## src/rtl/pixel_mixer_pipe.sv

```systemverilog
// Two-stage pipelined BG/sprite pixel mixer: S1 arbitrates sprite slots, S2 resolves BG priority.
// Optional per-line sprite-win statistics are enabled by defining PIXEL_MIXER_PIPE_STATS_EN.
module pixel_mixer_pipe #(
    parameter int NUM_SP = 4,
    parameter int PAL_W = 3,
    parameter int LINE_W = 160,
    localparam int PIX_W = PAL_W + 3,
    localparam int X_W = $clog2(LINE_W)
) (
    input  logic                    clk,
    input  logic                    n_reset,
    input  logic                    flush,
    input  logic                    bg_enable,
    input  logic                    sp_master_priority,
    input  logic                    in_valid,
    output logic                    in_ready,
    input  logic [PIX_W-1:0]        bg_pixel,
    input  logic [NUM_SP*PIX_W-1:0] sp_pixel,
    input  logic [NUM_SP-1:0]       sp_slot_valid,
    output logic                    out_valid,
    input  logic                    out_ready,
    output logic [PIX_W-1:0]        mix_pixel,
    output logic [X_W-1:0]          out_x,
    output logic                    out_last
`ifdef PIXEL_MIXER_PIPE_STATS_EN
    ,
    output logic [X_W:0]            sp_count,
    output logic                    sp_count_valid
`endif
);

    localparam logic [X_W-1:0] LAST_X = X_W'(LINE_W - 1);

    logic             s1_valid_q, s1_hit_q;
    logic [PIX_W-1:0] s1_sp_q, s1_bg_q;
    logic             s2_valid_q, out_last_q;
    logic [PIX_W-1:0] mix_q, mix_d;
    logic [X_W-1:0]   out_x_q, next_x_q, next_x_d;
    logic             s1_adv;
    logic             arb_hit;
    logic [PIX_W-1:0] arb_word;
    logic [1:0]       bg_col_eff;
    logic             bg_prio_eff, sp_wins;

    // A beat moves on valid & ready; a stage may load while its old content leaves the same cycle.
    assign s1_adv   = !s2_valid_q || out_ready;
    assign in_ready = !s1_valid_q || s1_adv;

    // Scan from the top slot down so the lowest opaque valid slot is the one left standing.
    always_comb begin
        arb_hit  = 1'b0;
        arb_word = '0;
        for (int k = NUM_SP - 1; k >= 0; k--) begin
            if (sp_slot_valid[k] && (sp_pixel[k*PIX_W +: 2] != 2'b00)) begin
                arb_hit  = 1'b1;
                arb_word = sp_pixel[k*PIX_W +: PIX_W];
            end
        end
    end

    always_comb begin
        bg_col_eff  = bg_enable ? s1_bg_q[1:0] : 2'b00;
        bg_prio_eff = bg_enable && s1_bg_q[PIX_W-1];
        sp_wins     = s1_hit_q && ((bg_col_eff == 2'b00) || sp_master_priority
                                   || !(bg_prio_eff || s1_sp_q[PIX_W-1]));
        mix_d       = sp_wins ? {1'b1, s1_sp_q[PIX_W-2:0]}
                              : {1'b0, s1_bg_q[PIX_W-2:2], bg_col_eff};
        next_x_d    = (next_x_q == LAST_X) ? '0 : next_x_q + 1'b1;
    end

    always_ff @(posedge clk or negedge n_reset) begin
        if (!n_reset) begin
            s1_valid_q <= 1'b0;
            s1_hit_q   <= 1'b0;
            s1_sp_q    <= '0;
            s1_bg_q    <= '0;
        end else if (flush) begin
            s1_valid_q <= 1'b0;
        end else if (in_ready) begin
            s1_valid_q <= in_valid;
            if (in_valid) begin
                s1_hit_q <= arb_hit;
                s1_sp_q  <= arb_word;
                s1_bg_q  <= bg_pixel;
            end
        end
    end

    always_ff @(posedge clk or negedge n_reset) begin
        if (!n_reset) begin
            s2_valid_q <= 1'b0;
            mix_q      <= '0;
            out_x_q    <= '0;
            out_last_q <= 1'b0;
            next_x_q   <= '0;
        end else if (flush) begin
            s2_valid_q <= 1'b0;
            next_x_q   <= '0;
        end else if (s1_adv) begin
            s2_valid_q <= s1_valid_q;
            if (s1_valid_q) begin
                mix_q      <= mix_d;
                out_x_q    <= next_x_q;
                out_last_q <= (next_x_q == LAST_X);
                next_x_q   <= next_x_d;
            end
        end
    end

    assign out_valid = s2_valid_q;
    assign mix_pixel = mix_q;
    assign out_x     = out_x_q;
    assign out_last  = out_last_q;

`ifdef PIXEL_MIXER_PIPE_STATS_EN
    logic         out_fire;
    logic [X_W:0] sp_cnt_q, sp_count_q;
    logic         sp_count_valid_q;

    assign out_fire = s2_valid_q && out_ready;

    // The line total includes the last pixel itself, hence the add on the latch path.
    always_ff @(posedge clk or negedge n_reset) begin
        if (!n_reset) begin
            sp_cnt_q         <= '0;
            sp_count_q       <= '0;
            sp_count_valid_q <= 1'b0;
        end else if (flush) begin
            sp_cnt_q         <= '0;
            sp_count_valid_q <= 1'b0;
        end else begin
            sp_count_valid_q <= 1'b0;
            if (out_fire) begin
                if (out_last_q) begin
                    sp_count_q       <= sp_cnt_q + (X_W+1)'(mix_q[PIX_W-1]);
                    sp_count_valid_q <= 1'b1;
                    sp_cnt_q         <= '0;
                end else begin
                    sp_cnt_q <= sp_cnt_q + (X_W+1)'(mix_q[PIX_W-1]);
                end
            end
        end
    end

    assign sp_count       = sp_count_q;
    assign sp_count_valid = sp_count_valid_q;
`endif

endmodule

```

## config.mk

```make
export PLATFORM = sky130hd
export DESIGN_NAME = pixel_mixer_pipe
export DESIGN_NICKNAME = d
export VERILOG_FILES = /design/src/rtl/pixel_mixer_pipe.sv
export SDC_FILE = /design/constraint.sdc
export NUM_CORES = 1
export LEC_CHECK = 0
export ABC_AREA = 0
export BUFFER_PORTS_ARGS = -buffer_cell sky130_fd_sc_hd__buf_2
export CORE_MARGIN = 8
export CORE_UTILIZATION = 55
export DETAILED_ROUTE_END_ITERATION = 8
export GPL_TIMING_DRIVEN = 1
export PLACE_DENSITY = 0.84
export SLEW_MARGIN = 40
export SYNTH_ARGS = -nofsm -noshare
export SYNTH_HDL_FRONTEND = slang
export SYNTH_SLANG_ARGS = --single-unit
export TNS_END_PERCENT = 100
```

## constraint.sdc

```tcl
create_clock -name clk -period 3.55 [get_ports clk]
set_input_delay 0.5325 -clock clk [delete_from_list [all_inputs] [get_ports clk]]
set_output_delay 0.5325 -clock clk [all_outputs]
set_load 0.1 [all_outputs]
```

==> impl_metrics.py, run 1 <==
metrics = {
    "worst_setup_path": {
        "arrival_ns": 1.42,
        "required_ns": 3.02,
        "critPathLaunchType": "flip-flop",
        "cp-end-kind": "output port",
        "path_max_fanout": 10,
        "crit_type": "reg2out",
        "critPathMaxStageDelay_ns": 0.51,
        "critPathBufInv": 1,
        "path_cells": "nand3b_4, buf_2",
        "cpMaxStageDelayCell": "dfrtp_1",
        "cp_top_family": "flip-flops",
    },
    "placement": {
        "numPortBuffers": 57,
        "gp_congestion": 0.782,
        "dp_hpwl_um": 3250,
    },
    "global_routing": {
        "antenna_found_initial": 0,
        "grt_pass1_wl_um": 7130,
        "track_usage_pct": 16.5,
        "grt_max_degree": 39,
        "grt_overflow": 0,
        "grt_pass1_vias": 1660,
    },
    "cells_and_area": {
        "layout.nets": 291,
        "synthToLayoutAreaGrowth_pct": 18.2,
        "drive_gt1_share_pct": 30.5,
        "antenna_cells": 0,
        "fin_util_pct": 68.0,
    },
    "yosys": {
        "synth_ff_type": "dfrtp_1",
        "netlist_area_um2": 1930,
        "synth_mux_area_share_pct": 8.15,
        "synth-seq-cells": 38,
        "syn_nets": 236,
        "yosys.area_share.adder_pct": 0.647,
        "yosysTopAreaCell": "dfrtp_1",
        "syn_avg_cell_area_um2": 9.97,
        "ys_seq_area_share_pct": 49.2,
        "synthArstFlopShare_pct": 100,
        "synth_compound_area_share_pct": 13.8,
        "synth_cell_types": 40,
        "syn_inst": 194,
        "yosys.area_share.simple_pct": 21.9,
        "synth_edf_count": 0,
        "synth_warnings": 0,
        "synth_top_area_share_pct": 49.2,
        "synth_xor_area_share_pct": 1.36,
        "synth_top_family_by_area": "simple AND/OR/NAND/NOR gates",
        "ys_top_cells_by_area": "dfrtp_1 49%, nand2_1 7.4%, mux2i_1 4.7%",
    },
    "pwr": {
        "pwr-share-comb_pct": 29.7,
        "power_density_nw_per_um2": 504,
        "power.share.clock_pct": 25.5,
        "p_int_uw": 732,
        "sequentialPowerShare_pct": 44.8,
        "irDropWorstVdd_mv": 0.220,
        "p_leak_nw": 1.18,
        "netSwitchingFraction_pct": 36.5,
        "p_sw_uw": 421,
    },
    "clocking": {
        "clk_root_buffer_cell": "clkbuf_4",
        "postCtsSetupRepairBufs": 0,
        "cts_max_level": 2,
        "cts_hold_buf": 0,
        "cts_buffers": 5,
        "clockBufferDepth": 2,
        "insertion_delay_ns": 0.34,
        "cts_tree": "done",
        "cts_resized": 0,
        "path_clk_slew_ns": 0.11,
        "clock-sinks": 38,
    },
    "timing": {
        "layout_min_cycle_time_ns": 1.96,
        "final.period_utilization_pct": 55.1,
        "slew-limit-headroom_pct": 54.0,
        "setup_viol_count_final": 0,
        "rsz0062_at_grt": "no",
        "fmax_mhz": 511,
        "tns_ns": 0,
        "max_slew.worst_pin.slew_ns": 0.688,
        "hold_viol": 0,
        "maxSlewViolCount": 0,
        "fin_worst_skew_ns": 0.00888,
    },
    "drt": {
        "wl_um": 4120,
        "drc": 0,
        "vias": 1577,
        "viasPerCell": 5.35,
        "post_drt_wl_per_cell_um": 14.0,
        "dr.pass1.iters": 4,
        "ant_nets": 0,
        "detail_route.iter0.violations": 171,
    },
    "die": {
        "core_area_um2": 3360,
        "ios": 58,
        "die_x_um": 75.3,
        "dieArea_um2": 5670,
        "rows": 21,
        "die_h_um": 75.3,
        "start_util_pct": 57.5,
    },
    "flow_run": {
        "drv_cap": 0,
    },
    "worst_hold_path": {
        "hold_class": "in2async",
    },
    "outcome": {
        "status": "finished, final reports clean",
    },
}
kinds of logic after synthesis:
family	count (synthesis)
AOI/OAI and AO/OA	38
xor gates and xnor gates	3
adders and majority gates	1
buffers and inverters	15
DFF	38
muxes	15
and+or+nand+nor	84
worst paths after layout:
| check | startpoint | to | slack (ns) | depth (start not counted) |
|---|---|---|---|---|
| min | n_reset | out_last | 0.13 | 1 |
| min reg2reg | out_x[4] | out_x[4] | 0.48 | 2 |
| max | s1_valid_q | in_ready | 1.59 | 2 |
| max in group asynchronous | n_reset | s1_bg_q[1] | 3.10 | 1 |
| min in group clk | bg_pixel[2] | s1_bg_q[2] | 0.42 | 2 |
| max reg2reg | out_valid | next_x_q[7] | 1.63 | 4 |
sequential cells by signal, indices dropped and copies added, names as in the netlist:
name / count
out_x: 8
s1_hit_q: 1
mix_pixel: 6
out_valid: 1
s1_valid_q: 1
s1_sp_q: 6
next_x_q: 8
s1_bg_q: 6
out_last: 1
through the flow:
| step | cell area [µm²] | hold slack, ns | std cells | power, mW | worst slack [ns] |
|---|---|---|---|---|---|
| CTS | 2280 | 0.287 | 295 | 1.16 | 1.58 |
| global route | 2290 | 0.157 | 295 | 1.21 | 1.44 |
| finish | 2290 | 0.132 | 295 | 1.15 | 1.59 |
| global placement | 2200 | 0.460 | 288 | 0.863 | 1.52 |
| floorplan | 1930 | 0.237 | 194 | 0.789 | 1.21 |
| detailed placement | 2200 | 0.462 | 288 | 0.870 | 1.42 |
power groups by stage:
stage                     registers [mW]  clock network, mW  logic, mW
after floorplan                    0.686                  0      0.104
after global placement             0.524                  0      0.339
after detailed placement           0.525                  0      0.345
after CTS                          0.517              0.301      0.346
after global routing               0.523              0.317      0.367
final                              0.516              0.294      0.343
layout make-up:
class                      instances  area (µm²)
tap                               46        57.6
multi-input combinational        141         887
timing repair buffer              57         288
inverter                           6        22.5
sequential                        38         951
clock inverter                     1        30.0
fill                             305        1080
clock buffer                       6        51.3
synthesized netlist by cell type, types with 2 or more instances:
| library cell | count |
|---|---|
| clkbuf_1 | 2 |
| xor2_1 | 3 |
| a21oi_1 | 8 |
| and2_1 | 4 |
| o41ai_1 | 4 |
| a221oi_1 | 4 |
| mux2i_1 | 9 |
| dfrtp_1 | 38 |
| a221o_1 | 2 |
| a31oi_1 | 2 |
| nor4_1 | 2 |
| nor2_1 | 15 |
| buf_6 | 5 |
| buf_2 | 2 |
| a32o_1 | 2 |
| nand4_1 | 2 |
| mux2_2 | 6 |
| nand3_1 | 5 |
| o21a_1 | 3 |
| nand2_1 | 38 |
| nor3_1 | 5 |
| inv_1 | 6 |
| o21ai_0 | 7 |
| nand2b_1 | 3 |
| and3_1 | 2 |
layer usage:
metal  track usage, %  part of all wire (%)
met5                0                     0
met4             7.46                   2.0
met3             5.92                   7.6
met2             26.7                    46
met1             19.1                    44
layout by cell type (no fill, tap or decap), types with 2 or more instances in the layout:
cell      Yosys  final
a21oi_1       8      8
a221o_1       2      2
a221oi_1      4      4
a31oi_1       2      2
a32o_1        2      2
and2_1        4      4
and3_1        2      2
buf_2         2     56
clkbuf_4      0      5
dfrtp_1      38     38
inv_1         6      6
mux2_2        6      6
mux2i_1       9      9
nand2_1      38     38
nand2b_1      3      3
nand3_1       5      5
nand4_1       2      2
nor2_1       15     15
nor3_1        5      5
nor4_1        2      2
o21a_1        3      3
o21ai_0       7      7
o41ai_1       4      4
xor2_1        3      3
No activity file was read; power rests on OpenSTA's default activity.
==> run 2, diff against run 1 <==
CORE_UTILIZATION = 46   (was 55)
PLACE_DENSITY = 0.75   (was 0.84)
clock period = 1.6 ns   (was 3.55 ns; I/O delays follow)
==> run 2 against run 1 <==
The run now ends with negative setup slack left. Sequential power up 120%. First-iteration DRC count decreased by 33%. Combinational power is 130% higher. Sequential cell count unchanged. Clock power increased by 130%. Critical endpoint is now next_x_q[3]. Largest power group unchanged.
==> impl_metrics.py, run 2 (same netlist as run 1, synthesis figures left out) <==
metrics = {
    "outcome": {
        "status": "finished, violations left",
        "violations": "negative setup slack",
    },
    "cells_and_area": {
        "antenna_cells": 0,
        "synthToLayoutAreaGrowth_pct": 28.6,
        "fin_util_pct": 61.7,
        "finalNonFillerCells": 318,
        "layout.nets": 309,
        "final_common_cell": "buf_2",
        "most-common-layout-cells": "56 x buf_2, 38 x nand2_1, 37 x dfrtp_1, 17 x buf_4, 15 x nor2_1",
        "drive_gt1_share_pct": 36.9,
        "fin_area_um2": 2490,
    },
    "die": {
        "rows": 23,
        "die_h_um": 80.8,
        "die_x_um": 80.8,
        "ios": 58,
        "dieArea_um2": 6540,
        "start_util_pct": 48.0,
        "core_area_um2": 4030,
    },
    "drt": {
        "ant_nets": 0,
        "detail_route.iter0.violations": 114,
        "vias": 1691,
        "dr.pass1.iters": 4,
        "wl_um": 4550,
        "viasPerCell": 5.32,
        "post_drt_wl_per_cell_um": 14.3,
        "drc": 0,
    },
    "pwr": {
        "p_leak_nw": 1.27,
        "power_density_nw_per_um2": 1050,
        "irDropWorstVdd_mv": 0.791,
    },
    "clocking": {
        "insertion_delay_ns": 0.28,
        "path_clk_slew_ns": 0.07,
        "clk_root_buffer_cell": "clkbuf_8",
        "clockBufferDepth": 2,
        "clock-sinks": 38,
        "cts_max_level": 2,
        "cts_tree": "done",
        "cts_buffers": 5,
    },
    "worst_hold_path": {
        "hold_class": "in2reg",
        "holdPathStages": 2,
    },
    "placement": {
        "numPortBuffers": 57,
        "placed_area_um2": 2360,
        "gp_congestion": 0.845,
        "dp_cells": 307,
        "dp_hpwl_um": 3540,
    },
    "global_routing": {
        "track_usage_pct": 13.6,
        "grt_overflow": 0,
        "grt_max_degree": 22,
        "grt_pass1_wl_um": 7130,
        "antenna_found_initial": 0,
        "grt_pass1_vias": 1627,
    },
    "worst_setup_path": {
        "r2r_cells": 5,
        "arrival_ns": 1.80,
        "critPathLaunchType": "flip-flop",
        "crit_type": "reg2reg",
        "cp-end-kind": "flip-flop",
        "path_max_fanout": 6,
        "required_ns": 1.77,
    },
    "timing": {
        "hold_viol": 0,
        "fmax_mhz": 615,
        "tns_ns": -0.0305,
        "fin_ws_ns": -0.0267,
        "rsz0062_at_grt": "yes",
        "holdWs_ns": 0.186,
        "slew-limit-headroom_pct": 67.4,
        "fin_worst_skew_ns": 0.00655,
        "layout_min_cycle_time_ns": 1.63,
        "maxSlewViolCount": 0,
        "max_slew.worst_pin.slew_ns": 0.492,
        "setup_viol_count_final": 2,
        "final.period_utilization_pct": 102,
    },
    "flow_run": {
        "drv_cap": 0,
    },
}
[run 2: cell type report]
cell class	instances	area (µm²)
fillers	364	1540
flip-flops and latches	38	955
multi-input cells	141	918
repair buffers	75	438
clock buffers	7	86.3
well taps	50	62.6
inverters	6	22.5
clock inverters	1	5.00
[run 2: repair_timing]
action,CTS,global route
hold buffers,1,0
pin swaps,7,1
gates resized for setup,2,1
gates cloned,0,0
hold endpoints to repair,20,0
setup endpoints to repair,2,2
setup buffers,0,2
[run 2: power breakdown]
part           internal (mW)  switching [mW]  total, mW  leakage, nW
Sequential              1.07          0.0644       1.14        0.484
Combinational          0.218           0.584      0.802        0.742
Clock                  0.348           0.324      0.671       0.0482
Total                   1.64           0.972       2.61         1.27
[run 2: critical path: stages (launching register included)]
cell	delay, ns
dfrtp_1	0.37
ha_2	0.18
and4_1	0.19
nor4b_4	0.40
nor3_2	0.07
a211o_2	0.31
[run 2: final timing paths]
path                        startpoint  slack (ns)     endpoint
max in group asynchronous      n_reset        0.55   s1_bg_q[0]
hold / removal             bg_pixel[2]        0.19   s1_bg_q[2]
setup reg to reg           next_x_q[1]       -0.03  next_x_q[3]
min in group asynchronous      n_reset        0.44    out_valid
setup / recovery           next_x_q[1]       -0.03  next_x_q[3]
hold reg to reg               out_x[0]        0.47     out_x[0]
[run 2: metal layers]
metal	routed length, µm	part of all wire, %	track usage, %
met1	1930	42	16.6
met2	2270	50	22.5
met3	255	5.6	3.42
met4	97	2.1	5.71
met5	0	0	0
[run 2: through the flow]
stage	setup slack [ns]	power, mW
floorplan	-0.169	1.76
global placement	0.0422	1.94
detailed placement	-0.00550	1.96
CTS	-0.0106	2.63
global route	-0.0885	2.73
finish	-0.0267	2.61
